File: src/rtl/pc_pkg.sv
// Shared types and constants for the program-counter sequencer.
// Holds the sequencer state encoding, default vectors and the alignment mask.
package pc_pkg;

    typedef enum logic [1:0] {
        StBoot = 2'd0,
        StRun  = 2'd1,
        StHalt = 2'd2
    } pc_state_e;

    localparam logic [31:0] RESET_VECTOR_DEF = 32'h0000_0000;
    localparam logic [31:0] EXC_VECTOR_DEF   = 32'h0000_0080;

    // Redirect targets must be word aligned; any bit set here is a misalignment.
    localparam logic [1:0] ALIGN_MASK = 2'b11;

endpackage

File: src/rtl/pc_adder.sv
// Parametrised combinational adder used for pc + STEP and the branch target.
// Wraps modulo 2^WIDTH with no carry out.
module pc_adder #(
    parameter int unsigned WIDTH = 32
) (
    input  logic [WIDTH-1:0] a_i,
    input  logic [WIDTH-1:0] b_i,
    output logic [WIDTH-1:0] sum_o
);

    assign sum_o = a_i + b_i;

endmodule

File: src/rtl/pc_sequencer.sv
// Registered program counter with prioritised next-PC selection, fetch handshake
// and halt/resume control for the fetch stage.
module pc_sequencer
    import pc_pkg::*;
#(
    parameter int unsigned     WIDTH        = 32,
    parameter int unsigned     STEP         = 4,
    parameter logic [WIDTH-1:0] RESET_VECTOR = WIDTH'(RESET_VECTOR_DEF),
    parameter logic [WIDTH-1:0] EXC_VECTOR   = WIDTH'(EXC_VECTOR_DEF),
    parameter int unsigned     OFF_W        = 16
) (
    input  logic             clk,
    input  logic             rst,
    input  logic             fetch_ready,
    input  logic             branch_taken,
    input  logic [OFF_W-1:0] branch_off,
    input  logic             jump,
    input  logic [WIDTH-1:0] jump_addr,
    input  logic             exception,
    input  logic             halt,
    input  logic             resume,
    output logic [WIDTH-1:0] pc,
    output logic [WIDTH-1:0] pc_plus_step,
    output logic             fetch_valid,
    output logic             addr_err
);

    pc_state_e        state_q, state_d;
    logic [WIDTH-1:0] pc_q, pc_d;
    logic             addr_err_q, addr_err_d;

    logic [WIDTH-1:0] off_sext;
    logic [WIDTH-1:0] off_bytes;
    logic [WIDTH-1:0] br_target;
    logic [WIDTH-1:0] redir_target;
    logic             redir_misaligned;

    pc_adder #(
        .WIDTH (WIDTH)
    ) u_step_adder (
        .a_i   (pc_q),
        .b_i   (WIDTH'(STEP)),
        .sum_o (pc_plus_step)
    );

    // Word offset is sign-extended to full width before scaling to bytes.
    assign off_sext  = {{(WIDTH - OFF_W){branch_off[OFF_W-1]}}, branch_off};
    assign off_bytes = {off_sext[WIDTH-3:0], 2'b00};

    pc_adder #(
        .WIDTH (WIDTH)
    ) u_branch_adder (
        .a_i   (pc_plus_step),
        .b_i   (off_bytes),
        .sum_o (br_target)
    );

    assign redir_target     = jump ? jump_addr : br_target;
    assign redir_misaligned = |(redir_target[1:0] & ALIGN_MASK);

    always_comb begin
        state_d    = state_q;
        pc_d       = pc_q;
        addr_err_d = 1'b0;
        unique case (state_q)
            StBoot: begin
                state_d = StRun;
            end
            StRun: begin
                if (exception) begin
                    pc_d = EXC_VECTOR;
                end else if (jump || branch_taken) begin
                    if (redir_misaligned) begin
                        pc_d       = EXC_VECTOR;
                        addr_err_d = 1'b1;
                    end else begin
                        pc_d = redir_target;
                    end
                end else if (fetch_ready) begin
                    pc_d = pc_plus_step;
                end
                if (halt && !exception) begin
                    state_d = StHalt;
                end
            end
            StHalt: begin
                if (exception) begin
                    pc_d    = EXC_VECTOR;
                    state_d = StRun;
                end else if (resume) begin
                    state_d = StRun;
                end
            end
            default: begin
                state_d = StBoot;
                pc_d    = RESET_VECTOR;
            end
        endcase
    end

    always_ff @(posedge clk or posedge rst) begin
        if (rst) begin
            state_q    <= StBoot;
            pc_q       <= RESET_VECTOR;
            addr_err_q <= 1'b0;
        end else begin
            state_q    <= state_d;
            pc_q       <= pc_d;
            addr_err_q <= addr_err_d;
        end
    end

    assign pc          = pc_q;
    assign fetch_valid = (state_q == StRun);
    assign addr_err    = addr_err_q;

endmodule

File: config.mk
export PLATFORM = sky130hd
export DESIGN_NAME = pc_sequencer
export DESIGN_NICKNAME = d
export VERILOG_FILES = /design/src/rtl/pc_pkg.sv /design/src/rtl/pc_adder.sv /design/src/rtl/pc_sequencer.sv
export SDC_FILE = /design/constraint.sdc
export NUM_CORES = 1
export LEC_CHECK = 0
export ABC_CLOCK_PERIOD_IN_PS = 9300
export CAP_MARGIN = 10
export CORE_ASPECT_RATIO = 2
export CORE_UTILIZATION = 54
export DETAILED_ROUTE_END_ITERATION = 10
export HOLD_SLACK_MARGIN = 0.05
export PLACE_DENSITY = 0.89
export SLEW_MARGIN = 5
export SYNTH_ARGS = -nofsm -noshare
export SYNTH_HDL_FRONTEND = slang
export SYNTH_SLANG_ARGS = --single-unit
File: constraint.sdc
create_clock -name clk -period 9.3 [get_ports clk]
set_clock_uncertainty 0.1 [all_clocks]
set_input_delay 0.93 -clock clk [delete_from_list [all_inputs] [get_ports clk]]
set_output_delay 0.93 -clock clk [all_outputs]
set_load 0.03 [all_outputs]
== Word level (Yosys, flattened, before mapping) ==
Cells that the tools add are included.
Cells by class
  add/sub/neg operators: 2
  eq/ne operators: 6
  muxes and demuxes: 15
  bitwise operators: 1
  reduce and logical (&&, ||, !) cells: 7
Operators by type and width (number)
  $mux W32: 6
  $pmux W32 S3: 1
  $add A32 B3 Y32 const B: 1
  $add A32 B32 Y32: 1
  $mux W2: 3
  $pmux W2 S3: 1
  $mux W1: 4
  $ne A4 B3 Y1 const B: 1
  $ne A3 B3 Y1 const B: 1
  $reduce_and A3 Y1: 1
  $eq A2 B1 Y1 const B: 1
  $eq A2 B2 Y1 const B: 1
  $logic_not A2 Y1: 1
  $ne A2 B1 Y1 const B: 1
  $ne A2 B2 Y1 const B: 1
  $reduce_and A2 Y1: 1
  $reduce_or A2 Y1: 1
  $logic_and A1 B1 Y1: 1
  $logic_not A1 Y1: 1
  $logic_or A1 B1 Y1: 1
  $not A1 Y1: 1
Storage, ports and cells
  bits in registers: 35
  input bits: 56
  output and inout bits: 66

== Longest topological paths before layout ==
  depth after elaboration: 8
  depth in mapped cells: 18

== Modules after synthesis ==
From an unflattened synthesis, not the netlist that was laid out.
Unflattened totals
  cell total of the unflattened synthesis: 628
  area total of the unflattened synthesis: 5059.9 µm²
By module, submodules not included
  pc_sequencer: instances 1, cells each 185, area each 1816.7 µm²
  pc_adder at u_branch_adder: instances 1, cells each 241, area each 1744.2 µm²
  pc_adder at u_step_adder: instances 1, cells each 202, area each 1498.9 µm²

== Worst setup path after synthesis ==
No wires, ideal clock.
  path kind: flip-flop to flip-flop
  from: register pc_q[9], in the netlist pc[9]
  to: register pc_q[31], in the netlist pc[31]
  setup time: 111 ps
  arrival: 4929 ps
  data required time: 9089 ps
  path slack: 4159 ps
  cell stages (with the launch flop): 18
  buffers on the path: 3
  clock period less this slack: 5141 ps
  cell sequence: dfrtp_1 -> clkbuf_1 -> nand4_1 -> or4b_1 -> buf_2 -> or2_4 -> nor2_1 -> nand3_1 -> xnor2_1 -> ha_1 -> clkbuf_1 -> nand4_1 -> or3_1 -> a2111oi_0 -> a2111oi_0 -> o21ai_0 -> nor3_1 -> a2111oi_2
On the way
  longest elaborated chain between the ends: 7
  elaborated cells between the ends (all ways): 8
Ends and longest elaborated chain
  start, declared: line pc_sequencer.sv:29  | logic [WIDTH-1:0] pc_q, pc_d;
  start signal, assigned: line pc_sequencer.sv:108  | pc_q <= pc_d;
  $add A32 B3 Y32: line pc_adder.sv:11  | assign sum_o = a_i + b_i;
  net pc_plus_step[25]: line pc_sequencer.sv:23  | output logic [WIDTH-1:0] pc_plus_step,
  $add A32 B32 Y32: line pc_adder.sv:11
  $mux W32: line pc_sequencer.sv:58  | assign redir_target = jump ? jump_addr : br_target;
  $mux W32: line pc_sequencer.sv:73  | if (redir_misaligned) begin
  $mux W32: line pc_sequencer.sv:72  | end else if (jump || branch_taken) begin
  $mux W32: line pc_sequencer.sv:70  | if (exception) begin
  $pmux W32 S3: line pc_sequencer.sv:65  | unique case (state_q)
The timed path passes the listed nets, and every way through them passes these cells. The select of a mux whose other input is x is not followed.
A chain may end at the register's enable or synchronous reset.

== Worst setup path in the final report ==
  from: register pc_q[2], in the netlist pc[2]
  to: register pc_q[31], in the netlist pc[31]
On the way
  longest elaborated chain between the ends: 7
  elaborated cells between the ends (all ways): 8
Ends and longest elaborated chain (line)
  $add A32 B3 Y32 (*): pc_adder.sv:11
  $add A32 B32 Y32: pc_adder.sv:11
  $mux W32: pc_sequencer.sv:58
  $mux W32: pc_sequencer.sv:73
  $mux W32 (*): pc_sequencer.sv:72
  $mux W32 (*): pc_sequencer.sv:70
  $pmux W32 S3 (*): pc_sequencer.sv:65
Every way passes the cells marked *; elsewhere a longest branch is shown, timed or not. The select of a mux whose other input is x is not followed.

==> flow_summary.toml <==
[sta]
max_clock_freq_mhz = 180
setup_slack_ns = 3.74
final_max_slew_viol_count = 0
worst_slew_pin_slew_ns = 1.27
slew_headroom_pct = 15.3
tns_ns = 0
holdWs_ns = 0.458
finalHoldViolations = 0
layout_min_cycle_time_ns = 5.56
period_share_pct = 59.8
setup_violations = 0
rsz0062_at_grt = "no"

[routing]
detail_route.first_pass.iterations = 5
via_per_inst = 6.70
wire_per_inst_um = 21.7
wl_met1_um = 5650
vias = 5323
drc = 0
wl_met3_um = 1130
final_antenna_net_count = 0
drtIter0Drc = 468
top_layer = "met4"
drt-total-wl_um = 17300
wl_met2_um = 9140

[synth]
synthTopCellsByCount = "nand2_1 (73), nor2_1 (56), a21oi_1 (51), o21ai_0 (40), ha_1 (37)"
postSynthAreaPerCell_sq_um = 7.37
netlist.area_leader.share_pct = 20.0
synth_most_common_cell = "nand2_1"
synth.distinct_cells = 66
ys_warn_count = 0
synthFlopType = "dfrtp_1"
netlist_instances = 595
synth_area_sq_mm = 0.00439
synth_edf_count = 0
async_flop_share_pct = 100
synth_area_leader_cell = "dfrtp_1"
yosysSeqAreaShare_pct = 20.0
synth-seq-cells = 35
synth_fp_nets = 689
ys_top_cells_by_area = "dfrtp_1 (20%), ha_1 (11%), xnor2_1 (6.6%)"

[place]
portBuffers = 121
post-place-ws_ns = 3.95
placedCellCount = 786
hpwl_um = 13300
gp_congestion = 0.985

[clocking]
cts_buffers = 5
cts_tree = "yes"
cts_resized = 0
root_buffer = "clkbuf_16"
postCtsHoldBufs = 0
clock_latency_ns = 0.28
clk_pin_slew_ns = 0.06
clkSinkCount = 35
clockBufferDepth = 2
cts_setup_buffers = 0
cts_htree_levels = 2

[global_routing]
overflow = 0
grt_pass1_wl_um = 26200
antenna_found_initial = 0
grtUsageTotal_pct = 41.1
grt_pass1_vias = 5294
grt_max_degree = 36

[power]
power.leakage_uw = 0.00248
vdd_drop_max_uv = 190
p_per_area_mw_per_mm2 = 213
power_uw = 1240

[setup_path]
required_ns = 9.37
r2r_slack_ns = 3.74
crit_fanout = 6
cp_data_arrival_time_ns = 5.63
end_kind = "flip-flop"
critPathLaunchType = "flip-flop"
r2r_cells = 14
crit_type = "flip-flop to flip-flop"

[cells_and_area]
final_nets = 791
antennaDiodeCount = 0
synthToLayoutAreaGrowth_pct = 32.8
layout.cells.non_filler = 794
drive_gt1_share_pct = 4.15

[job]
drv_cap = 0

[die]
die_w_um = 65.7
ios = 122
fp-row-count = 46
start_util_pct = 55.6
fp.dieH_um = 129
design.core.area_sq_mm = 0.00789
die_area_sq_mm = 0.00851

[run_status]
status = "complete, no violations"

[hold_path]
min-delay-path-class = "flip-flop to flip-flop"
holdPathStages = 2
cell families after synthesis:
family / Yosys count / synth area share, %
simple gates: 221 / 24.0
compound gates: 196 / 29.3
buf+inv: 49 / 4.48
fa+ha+maj: 38 / 11.0
mux: 3 / 0.713
flops: 35 / 20.0
xor+xnor: 53 / 10.6
metal layers:
metal / up-vias / track usage, %
met4: 0 / 31.3
met5: - / 0
li1: 2406 / -
met3: 89 / 5.11
met2: 315 / 74.2
met1: 2513 / 41.1
sequential cells by signal, summed over array words and instances (netlist names):
register  flops
state_q       2
pc           32
addr_err      1
layout by cell type, fill, tap and decap left out, types with 15 or more instances in the layout:
| cell | Yosys | layout |
|---|---|---|
| nand2_1 | 73 | 73 |
| xor2_1 | 20 | 20 |
| clkdlybuf4s50_1 | 0 | 121 |
| a21oi_1 | 51 | 51 |
| inv_1 | 15 | 15 |
| o21ai_0 | 40 | 40 |
| nor2_1 | 56 | 56 |
| nand3_1 | 25 | 25 |
| xnor2_1 | 33 | 33 |
| a21o_1 | 16 | 16 |
| nand4_1 | 15 | 15 |
| ha_1 | 37 | 37 |
| dfrtp_1 | 35 | 35 |
cell type report:
| class | count | area, sq um |
|---|---|---|
| multi-input cells | 511 | 3330 |
| fillers | 652 | 2060 |
| repair buffers | 129 | 1270 |
| flip-flops and latches | 35 | 876 |
| clock buffers | 6 | 139 |
| well taps | 96 | 120 |
| inverters | 15 | 56.3 |
| clock inverters | 2 | 35.0 |
through the flow:
step / area, sq um / utilization [%]
finish: 5830 / 73.9
global route: 5830 / 73.9
CTS: 5830 / 73.9
detailed placement: 5650 / 71.7
global placement: 5650 / 71.6
floorplan: 4390 / -
power by group:
| part | internal (uW) | switching (uW) |
|---|---|---|
| clock | 133 | 68.8 |
| combinational | 308 | 492 |
| sequential | 184 | 53.3 |
worst max-delay path: stages, from the launching register on:
cell       delay [ns]
dfrtp_1          0.43
ha_1             0.27
nand2_1          0.12
nor4_1           0.77
nand2_1          0.29
nor3_1           0.33
xor2_1           0.36
ha_1             0.27
nand4_1          0.13
or3_1            0.39
a2111oi_0        0.74
a2111oi_0        0.28
o21ai_0          0.47
nor3_1           0.15
a2111oi_2        0.34
final timing paths:
kind,to,from
worst max-delay path,pc[31]$_DFFE_PP0P_,pc[2]$_DFFE_PP0P_
worst min-delay path,pc[3]$_DFFE_PP0P_,pc[3]$_DFFE_PP0P_
worst max register to register,pc[31]$_DFFE_PP0P_,pc[2]$_DFFE_PP0P_
worst min register to register,pc[3]$_DFFE_PP0P_,pc[3]$_DFFE_PP0P_
max in group asynchronous,pc[3]$_DFFE_PP0P_,rst
min in group asynchronous,pc[0]$_DFFE_PP0P_,rst
(Power assumes the default switching activity.)
